[config.mk]
export PLATFORM = sky130hd
export DESIGN_NAME = decoder_scan_sequencer
export DESIGN_NICKNAME = d
export VERILOG_FILES = /design/src/rtl/scan_pkg.sv /design/src/rtl/scan_next_chan.sv /design/src/rtl/decoder_scan_sequencer.sv
export SDC_FILE = /design/constraint.sdc
export NUM_CORES = 1
export LEC_CHECK = 0
export CAP_MARGIN = 40
export CORE_ASPECT_RATIO = 1.25
export CORE_UTILIZATION = 35
export CTS_CLUSTER_SIZE = 28
export DETAILED_ROUTE_END_ITERATION = 16
export SLEW_MARGIN = 20
export SYNTH_ARGS = -nofsm -noshare
export SYNTH_HDL_FRONTEND = slang
export SYNTH_SLANG_ARGS = --single-unit
[constraint.sdc]
create_clock -name clk -period 2.5 [get_ports clk]
set_input_delay 0.625 -clock clk [delete_from_list [all_inputs] [get_ports clk]]
set_output_delay 0.625 -clock clk [all_outputs]
set_load 0.005 [all_outputs]
[src/rtl/scan_pkg.sv]
// Shared constants and the FSM state type for the decoder scan sequencer.
// NCH   : number of decoder outputs (fixed at 8 for the 3-to-8 decoder)
// SEL_W : width of the channel index driven into the decoder
package scan_pkg;

  localparam int NCH   = 8;
  localparam int SEL_W = $clog2(NCH);

  // BLANK is only entered when SCAN_BLANK_EN is defined.
  typedef enum logic [1:0] {
    IDLE  = 2'd0,
    DWELL = 2'd1,
    BLANK = 2'd2,
    DONE  = 2'd3
  } state_t;

endpackage

[src/rtl/scan_next_chan.sv]
// Combinational next-channel search over a channel mask.
// Ports:
//   mask  [NCH-1:0]   channel enable bits
//   cur   [SEL_W-1:0] current channel; ignored when wrap=1
//   wrap             1 = return the lowest set bit overall
//   nxt   [SEL_W-1:0] lowest set bit above cur (or lowest overall when wrap=1)
//   valid            a qualifying bit was found
module scan_next_chan
  import scan_pkg::*;
(
  input  logic [NCH-1:0]   mask,
  input  logic [SEL_W-1:0] cur,
  input  logic             wrap,
  output logic [SEL_W-1:0] nxt,
  output logic             valid
);

  // Scan from the top down so the lowest qualifying index is written last.
  always_comb begin
    nxt   = '0;
    valid = 1'b0;
    for (int i = NCH - 1; i >= 0; i--) begin
      if (mask[i] && (wrap || (i > int'(cur)))) begin
        nxt   = SEL_W'(i);
        valid = 1'b1;
      end
    end
  end

endmodule

[src/rtl/decoder_scan_sequencer.sv]
// Scan sequencer driving the sel/en inputs of a 3-to-8 decoder. Steps
// through the channels set in a mask latched at start, holding each for
// DWELL_CYCLES clocks, in single-pass or continuous mode.
// Optional macro SCAN_BLANK_EN: insert a one-cycle en=0 BLANK state on
// every channel change (including wrap) to avoid downstream overlap.
// Ports:
//   clk   rising-edge clock
//   rst   asynchronous active-high reset
//   start scan request, sampled in IDLE only
//   stop  abort, honoured in any non-IDLE state (wins over start)
//   cont  1 = wrap and rescan, 0 = single pass; sampled live
//   mask  [7:0] channel enables, latched on an accepted start
//   sel   [2:0] registered channel index to the decoder
//   en    registered decoder enable
//   busy  high while a scan is in progress
//   done  one-cycle pulse at normal scan completion
module decoder_scan_sequencer
  import scan_pkg::*;
#(
  parameter int DWELL_CYCLES = 4
) (
  input  logic             clk,
  input  logic             rst,
  input  logic             start,
  input  logic             stop,
  input  logic             cont,
  input  logic [NCH-1:0]   mask,
  output logic [SEL_W-1:0] sel,
  output logic             en,
  output logic             busy,
  output logic             done
);

  localparam int CNT_W = (DWELL_CYCLES > 1) ? $clog2(DWELL_CYCLES) : 1;
  localparam logic [CNT_W-1:0] CNT_LAST = CNT_W'(DWELL_CYCLES - 1);

  state_t             r_state, w_state_nxt;
  logic [CNT_W-1:0]   r_cnt, w_cnt_nxt;
  logic [NCH-1:0]     r_mask, w_mask_nxt;
  logic [SEL_W-1:0]   r_sel, w_sel_nxt;
  logic               r_en, w_en_nxt;
  logic               r_busy, w_busy_nxt;
  logic               r_done, w_done_nxt;

  logic [NCH-1:0]     w_low_src;
  logic [SEL_W-1:0]   w_low_chan, w_up_chan, w_tgt;
  logic               w_low_vld, w_up_vld;
  logic               w_last, w_adv, w_accept;

  // In IDLE the first channel comes from the live mask; afterwards the
  // same search provides the wrap target from the latched mask.
  assign w_low_src = (r_state == IDLE) ? mask : r_mask;

  scan_next_chan u_low (
    .mask  (w_low_src),
    .cur   ({SEL_W{1'b0}}),
    .wrap  (1'b1),
    .nxt   (w_low_chan),
    .valid (w_low_vld)
  );

  scan_next_chan u_up (
    .mask  (r_mask),
    .cur   (r_sel),
    .wrap  (1'b0),
    .nxt   (w_up_chan),
    .valid (w_up_vld)
  );

  assign w_accept = start && !stop;
  assign w_last   = (r_cnt == CNT_LAST);
  // Another channel exists either above the current one or via wrap.
  assign w_adv    = w_up_vld || (cont && w_low_vld);
  assign w_tgt    = w_up_vld ? w_up_chan : w_low_chan;

  // State and output registers
  always_ff @(posedge clk or posedge rst) begin
    if (rst) begin
      r_state <= IDLE;
      r_cnt   <= '0;
      r_mask  <= '0;
      r_sel   <= '0;
      r_en    <= 1'b0;
      r_busy  <= 1'b0;
      r_done  <= 1'b0;
    end else begin
      r_state <= w_state_nxt;
      r_cnt   <= w_cnt_nxt;
      r_mask  <= w_mask_nxt;
      r_sel   <= w_sel_nxt;
      r_en    <= w_en_nxt;
      r_busy  <= w_busy_nxt;
      r_done  <= w_done_nxt;
    end
  end

  // Next-state logic
  always_comb begin
    w_state_nxt = r_state;
    case (r_state)
      IDLE: begin
        if (w_accept) w_state_nxt = (mask != '0) ? DWELL : DONE;
      end
      DWELL: begin
        if (stop) begin
          w_state_nxt = IDLE;
        end else if (w_last) begin
          if (!w_adv) w_state_nxt = DONE;
`ifdef SCAN_BLANK_EN
          else if (w_tgt != r_sel) w_state_nxt = BLANK;
`endif
        end
      end
      BLANK:   w_state_nxt = stop ? IDLE : DWELL;
      DONE:    w_state_nxt = IDLE;
      default: w_state_nxt = IDLE;
    endcase
  end

  // Next values of the registered outputs, counter and latched mask
  always_comb begin
    w_cnt_nxt  = r_cnt;
    w_mask_nxt = r_mask;
    w_sel_nxt  = r_sel;
    w_en_nxt   = r_en;
    w_busy_nxt = r_busy;
    w_done_nxt = 1'b0;
    case (r_state)
      IDLE: begin
        if (w_accept) begin
          w_mask_nxt = mask;
          if (mask != '0) begin
            w_sel_nxt  = w_low_chan;
            w_en_nxt   = 1'b1;
            w_busy_nxt = 1'b1;
            w_cnt_nxt  = '0;
          end else begin
            w_done_nxt = 1'b1;
          end
        end
      end
      DWELL: begin
        if (stop) begin
          w_en_nxt   = 1'b0;
          w_busy_nxt = 1'b0;
        end else if (w_last) begin
          w_cnt_nxt = '0;
          if (!w_adv) begin
            w_en_nxt   = 1'b0;
            w_busy_nxt = 1'b0;
            w_done_nxt = 1'b1;
          end else begin
            w_sel_nxt = w_tgt;
`ifdef SCAN_BLANK_EN
            // A single-channel wrap is not a change, so en stays high.
            if (w_tgt != r_sel) w_en_nxt = 1'b0;
`endif
          end
        end else begin
          w_cnt_nxt = r_cnt + 1'b1;
        end
      end
      BLANK: begin
        if (stop) begin
          w_en_nxt   = 1'b0;
          w_busy_nxt = 1'b0;
        end else begin
          w_en_nxt = 1'b1;
        end
      end
      DONE: begin
        w_en_nxt   = 1'b0;
        w_busy_nxt = 1'b0;
      end
      default: begin
        w_en_nxt   = 1'b0;
        w_busy_nxt = 1'b0;
      end
    endcase
  end

  assign sel  = r_sel;
  assign en   = r_en;
  assign busy = r_busy;
  assign done = r_done;

endmodule

==> results of run 1 <==
[path summary, 6_finish.rpt]
| check | to | start | slack, ns |
|---|---|---|---|
| setup / recovery | sel[0] | mask[6] | 0.21 |
| hold / removal | r_cnt[1] | r_cnt[1] | 0.50 |
| setup reg to reg | sel[0] | r_state[0] | 0.26 |
| hold reg to reg | r_cnt[1] | r_cnt[1] | 0.50 |
| max in group asynchronous | r_mask[3] | rst | 1.30 |
| min in group asynchronous | sel[2] | rst | 0.77 |
[registers in the layout, summed over array words and instances (netlist names)]
register,cells
busy,1
r_state,2
sel,3
r_mask,8
done,1
r_cnt,2
en,1
[through the flow]
stage | setup TNS [ns] | area [µm²] | setup slack (ns)
after floorplan | 0 | 1175 | 0.3731
after global placement | -0.1033 | 1490 | -0.03603
after detailed placement | -0.2312 | 1490 | -0.06456
after CTS | 0 | 1545 | 0.2005
after global routing | 0 | 1545 | 0.09733
final | 0 | 1545 | 0.2107
[final cells by class]
class | count | area [µm²]
fill | 317 | 1649
multi-input combinational | 99 | 666.9
sequential | 18 | 450.4
timing repair buffer | 35 | 307.8
clock buffer | 4 | 55.05
tap | 37 | 46.29
inverter | 5 | 18.77
[synth_stat cells (3+ instances only)]
library cell  number
o21ai_0           10
nand2b_1           3
nor2_1            12
o22ai_1            3
clkbuf_1           3
mux2_1             3
mux2_2             8
dfrtp_1           18
a21oi_1           13
a211oi_1           3
nand2_1            8
nor2b_1            6
inv_1              5
[layer usage]
layer | vias to the layer above | track usage, %
met1 | 495 | 20.42
met2 | 31 | 29.17
met5 | - | 0
met4 | 0 | 10.86
met3 | 11 | 3.196
li1 | 543 | -
[report_power, final]
part,switching [W],leakage (nW),internal [W]
sequential,0.0000923,0.220,0.000350
clock,0.0000992,0.0288,0.000140
combinational,0.000186,0.395,0.000241
[critical path: stages]
cell	delay, ns
clkdlybuf4s50_1	0.43
nor2_1	0.16
mux2i_1	0.12
o41a_1	0.45
o31ai_2	0.21
a21oi_2	0.11
mux2_1	0.32
[kinds of logic after synthesis]
logic type / Yosys count
AOI/OAI and AO/OA: 49
adders and majority gates: 1
buffers and inverters: 11
DFF: 18
muxes: 13
and+or+nand+nor: 36
[placed cells by master (no fill, tap or decap), drive strengths merged, types with 3 or more instances in the layout]
cell,instances
o21ai,12
nand2,8
inv,5
clkdlybuf4s50,18
buf,17
clkbuf,4
mux2,11
dfrtp,18
a211oi,3
a21oi,14
o22ai,3
nor2b,6
nand2b,3
nor2,12
==> results.cfg, run 1 <==
[die]
fp-row-count = 23
die_h_um = 66.78
start_util_pct = 36.78
die-area_um2 = 3594
io_pins = 19
core_area_um2 = 3194
die_width_um = 53.82

[sta]
max_freq_mhz = 436.8
finalHoldViolations = 0
relSlewSlack_pct = 54.44
setup_violations = 0
fin_crit_sh_pct = 91.57
tightest_slew_ns = 0.6827
worst_hold_slack_ns = 0.4960
rsz0062_at_grt = false
clock-skew-final_ns = 0.001383
min_period_ns = 2.289
maxSlewViolCount = 0

[critical_path]
critPathMaxFanout = 3
reg2reg_depth = 6
crit_required_ns = 2.64
arrival_ns = 2.43
end_kind = flop
criticalPathCategory = primary input to flop
critPathLaunchType = primary input

[job]
maxCapViolations = 0

[logic_synthesis]
synth-edff-count = 0
yosysUniqueCellTypes = 41
ys_seq_area_share_pct = 38.34
synth_flop_cell = dfrtp_1
syn_avg_cell_area_um2 = 9.179
synth.area.top_cells = dfrtp_1 38%, mux2_2 7.7%, a21oi_1 5.5%, o21ai_0 4.3%, nor2_1 3.8%
synth-seq-cells = 18
synth_top_family_by_area = compound AO/OA/AOI/OAI gates
synth-compound-area-share_pct = 28.22
async_flop_share_pct = 100.0
yosysTopAreaCell = dfrtp_1
syn_nets = 142
synthXorXnorAreaFrac_pct = 0
synth_adder_area_share_pct = 1.065
synth_cells = 128
yosys.area_share.simple_pct = 15.23
yosysWarnings = 0
synth_top_area_share_pct = 38.34
synth.cell_area_um2 = 1175
synth_mux_area_share_pct = 12.25

[global_route]
grt_usage_pct = 17.69
grt_max_degree = 19
first_global_vias = 1111
antenna_found_initial = 0
overflow = 0
grt_pass1_wl_um = 4588

[placement]
place.gp.congestion = 0.8467
port_buffers = 18
dp.cells = 194
dp.final_hpwl_um = 2209

[drt]
drtIter0Drc = 33
wl_met3_um = 106
drt-met1-wl_um = 1203
viasPerCell = 5.455
vias = 1080
drc = 0
wl_um = 2782
wl_met2_um = 1376
ant_nets = 0
dr.pass1.iters = 4
wl_per_cell_um = 14.05
routed.top_layer = met4

[min_path]
hp-class = flop to flop
hold_path_depth = 2

[clock_tree]
cts-root-buf = clkbuf_8
cts_buffer_depth = 2
post_cts_resized = 0
cts_hold_buf = 0
clk_latency_ns = 0.26
clk_pin_slew_ns = 0.07
htreeDepth = 1
cts_setup_buffers = 0
cts_made_buffers = 3
tritoncts = done
clock_sinks = 18

[finish]
drive_above_1_share_pct = 20.50
nNetsFinal = 176
layout.cells.non_filler = 198
synthToLayoutAreaGrowth_pct = 31.52
num_antenna_cells = 0
utilization_pct = 48.37

[status]
status = completed

[power]
p_leak_nw = 0.6441
power.density_nw_per_um2 = 718.1
fin_total_pwr_w = 0.001110
irDropWorstVdd_mv = 0.3264
Power figures use the tool's default switching activity.
==> run 2, diff against run 1 <==
--- a/config.mk
+++ b/config.mk
@@ -10,6 +10,7 @@
 export CORE_UTILIZATION = 35
 export CTS_CLUSTER_SIZE = 28
 export DETAILED_ROUTE_END_ITERATION = 16
+export RECOVER_POWER = 50
 export SLEW_MARGIN = 20
 export SYNTH_ARGS = -nofsm -noshare
 export SYNTH_HDL_FRONTEND = slang
==> results.cfg, run 2 (synthesized netlist as in run 1, its figures left out) <==
[clock_tree]
cts_made_buffers = 3
cts_buffer_depth = 2
tritoncts = done
cts-root-buf = clkbuf_8
clk_latency_ns = 0.26
cts_setup_buffers = 0
htreeDepth = 1
post_cts_resized = 0
clock_sinks = 18
cts_hold_buf = 0
clk_pin_slew_ns = 0.07

[finish]
final_common_cell = dfrtp_1
drive_above_1_share_pct = 19.88
utilization_pct = 48.26
largest_reg_flops = 8
final_cell_mix = 18 x dfrtp_1, 16 x clkdlybuf4s50_1, 16 x buf_4, 13 x a21oi_1, 12 x nor2_1
fin_area_um2 = 1541
regMostFlops = r_mask
synthToLayoutAreaGrowth_pct = 31.20
num_antenna_cells = 0
nNetsFinal = 176

[drt]
drtIter0Drc = 32
viasPerCell = 5.500
dr.pass1.iters = 4
ant_nets = 0
vias = 1089
wl_um = 2781
drc = 0
wl_per_cell_um = 14.05

[critical_path]
rr_startpoint = r_state[0]
r2r_end = sel[0]
critPathMaxFanout = 3
arrival_ns = 2.43
end_kind = flop
ff2ff_setup_slack_ns = 0.26
crit_required_ns = 2.64
criticalPathCategory = primary input to flop
reg2reg_depth = 6
crit_end = sel[0]
startpoint = mask[6]
critPathLaunchType = primary input

[global_route]
grt_pass1_wl_um = 4588
grt_usage_pct = 17.69
grt_max_degree = 19
first_global_vias = 1111
overflow = 0
antenna_found_initial = 0

[power]
switching_share_pct = 34.12
pwr-share-clk_pct = 21.6
internal-power_w = 0.0007304
pwr-share-seq_pct = 39.9
p_leak_nw = 0.6406
power.density_nw_per_um2 = 719.3
irDropWorstVdd_mv = 0.3273
power.switching_w = 0.0003783
power_frac_comb_pct = 38.5

[placement]
place.gp.congestion = 0.8467
port_buffers = 18
placed_cell_area_um2 = 1490
dp.final_hpwl_um = 2209

[job]
maxCapViolations = 0

[sta]
fin_setup_tns_ns = 0
setup_violations = 0
finalHoldViolations = 0
tightest_slew_ns = 0.6819
maxSlewViolCount = 0
clock-skew-final_ns = 0.001357
min_period_ns = 2.289
rsz0062_at_grt = false
relSlewSlack_pct = 54.49
max_freq_mhz = 436.8
fin_crit_sh_pct = 91.57

[die]
die-area_um2 = 3594
die_width_um = 53.82
core_area_um2 = 3194
io_pins = 19
die_h_um = 66.78
start_util_pct = 36.78
fp-row-count = 23

[min_path]
hp-class = flop to flop

[status]
status = completed
-- run 2: cell types whose count changed in the layout (fill, tap and decap cells not counted), sizes merged --
cell	before	now
clkdlybuf4s50	18	16
dlygate4sd3	0	2
buf	17	16
clkbuf	4	5
-- run 2: worst max-delay path, stage by stage --
cell and delay, ns:
clkdlybuf4s50_1 0.43, nor2_1 0.16, mux2i_1 0.12, o41a_1 0.45
o31ai_2 0.21, a21oi_2 0.11, mux2_1 0.32
-- run 2: stage by stage --
stage | instances | total power [W] | hold slack [ns] | setup slack [ns]
after detailed placement | 194 | 0.0008730 | 0.4857 | -0.06456
after floorplan | 128 | 0.0006935 | 0.4538 | 0.3731
after global routing | 198 | 0.001184 | 0.5300 | 0.09733
after CTS | 198 | 0.001115 | 0.5021 | 0.2005
after global placement | 194 | 0.0008595 | 0.4638 | -0.03603
final | 198 | 0.001109 | 0.4960 | 0.2109
-- run 2: layer usage --
metal	up-vias	share of wire (%)	global-route usage, %
li1	543	-	-
met1	502	43	20.42
met2	33	50	29.17
met3	11	3.7	3.196
met4	0	3.4	10.86
met5	-	0	0
-- run 2: worst min path at each step --
stage | from | to | cells past startpoint
after detailed placement | r_cnt[1] | r_cnt[1] | 2
after global routing | en | en | 1
after floorplan | r_cnt[1] | r_cnt[1] | 2
final | r_cnt[1] | r_cnt[1] | 2
after global placement | r_cnt[1] | r_cnt[1] | 2
after CTS | r_cnt[1] | r_cnt[1] | 2
-- run 2: layout make-up --
class | count | area, µm²
timing repair buffer | 35 | 304.0
tap | 37 | 46.29
inverter | 5 | 18.77
sequential | 18 | 450.4
multi-input combinational | 99 | 666.9
fill | 319 | 1653
clock buffer | 4 | 55.05
-- run 2: power by group through the flow --
stage                     Clock, W  Combinational, W  Sequential (W)
after floorplan                  0          0.000290        0.000404
after global placement           0          0.000417        0.000443
after detailed placement         0          0.000427        0.000446
after CTS                 0.000244          0.000429        0.000441
after global routing      0.000259          0.000474        0.000452
final                     0.000239          0.000427        0.000443
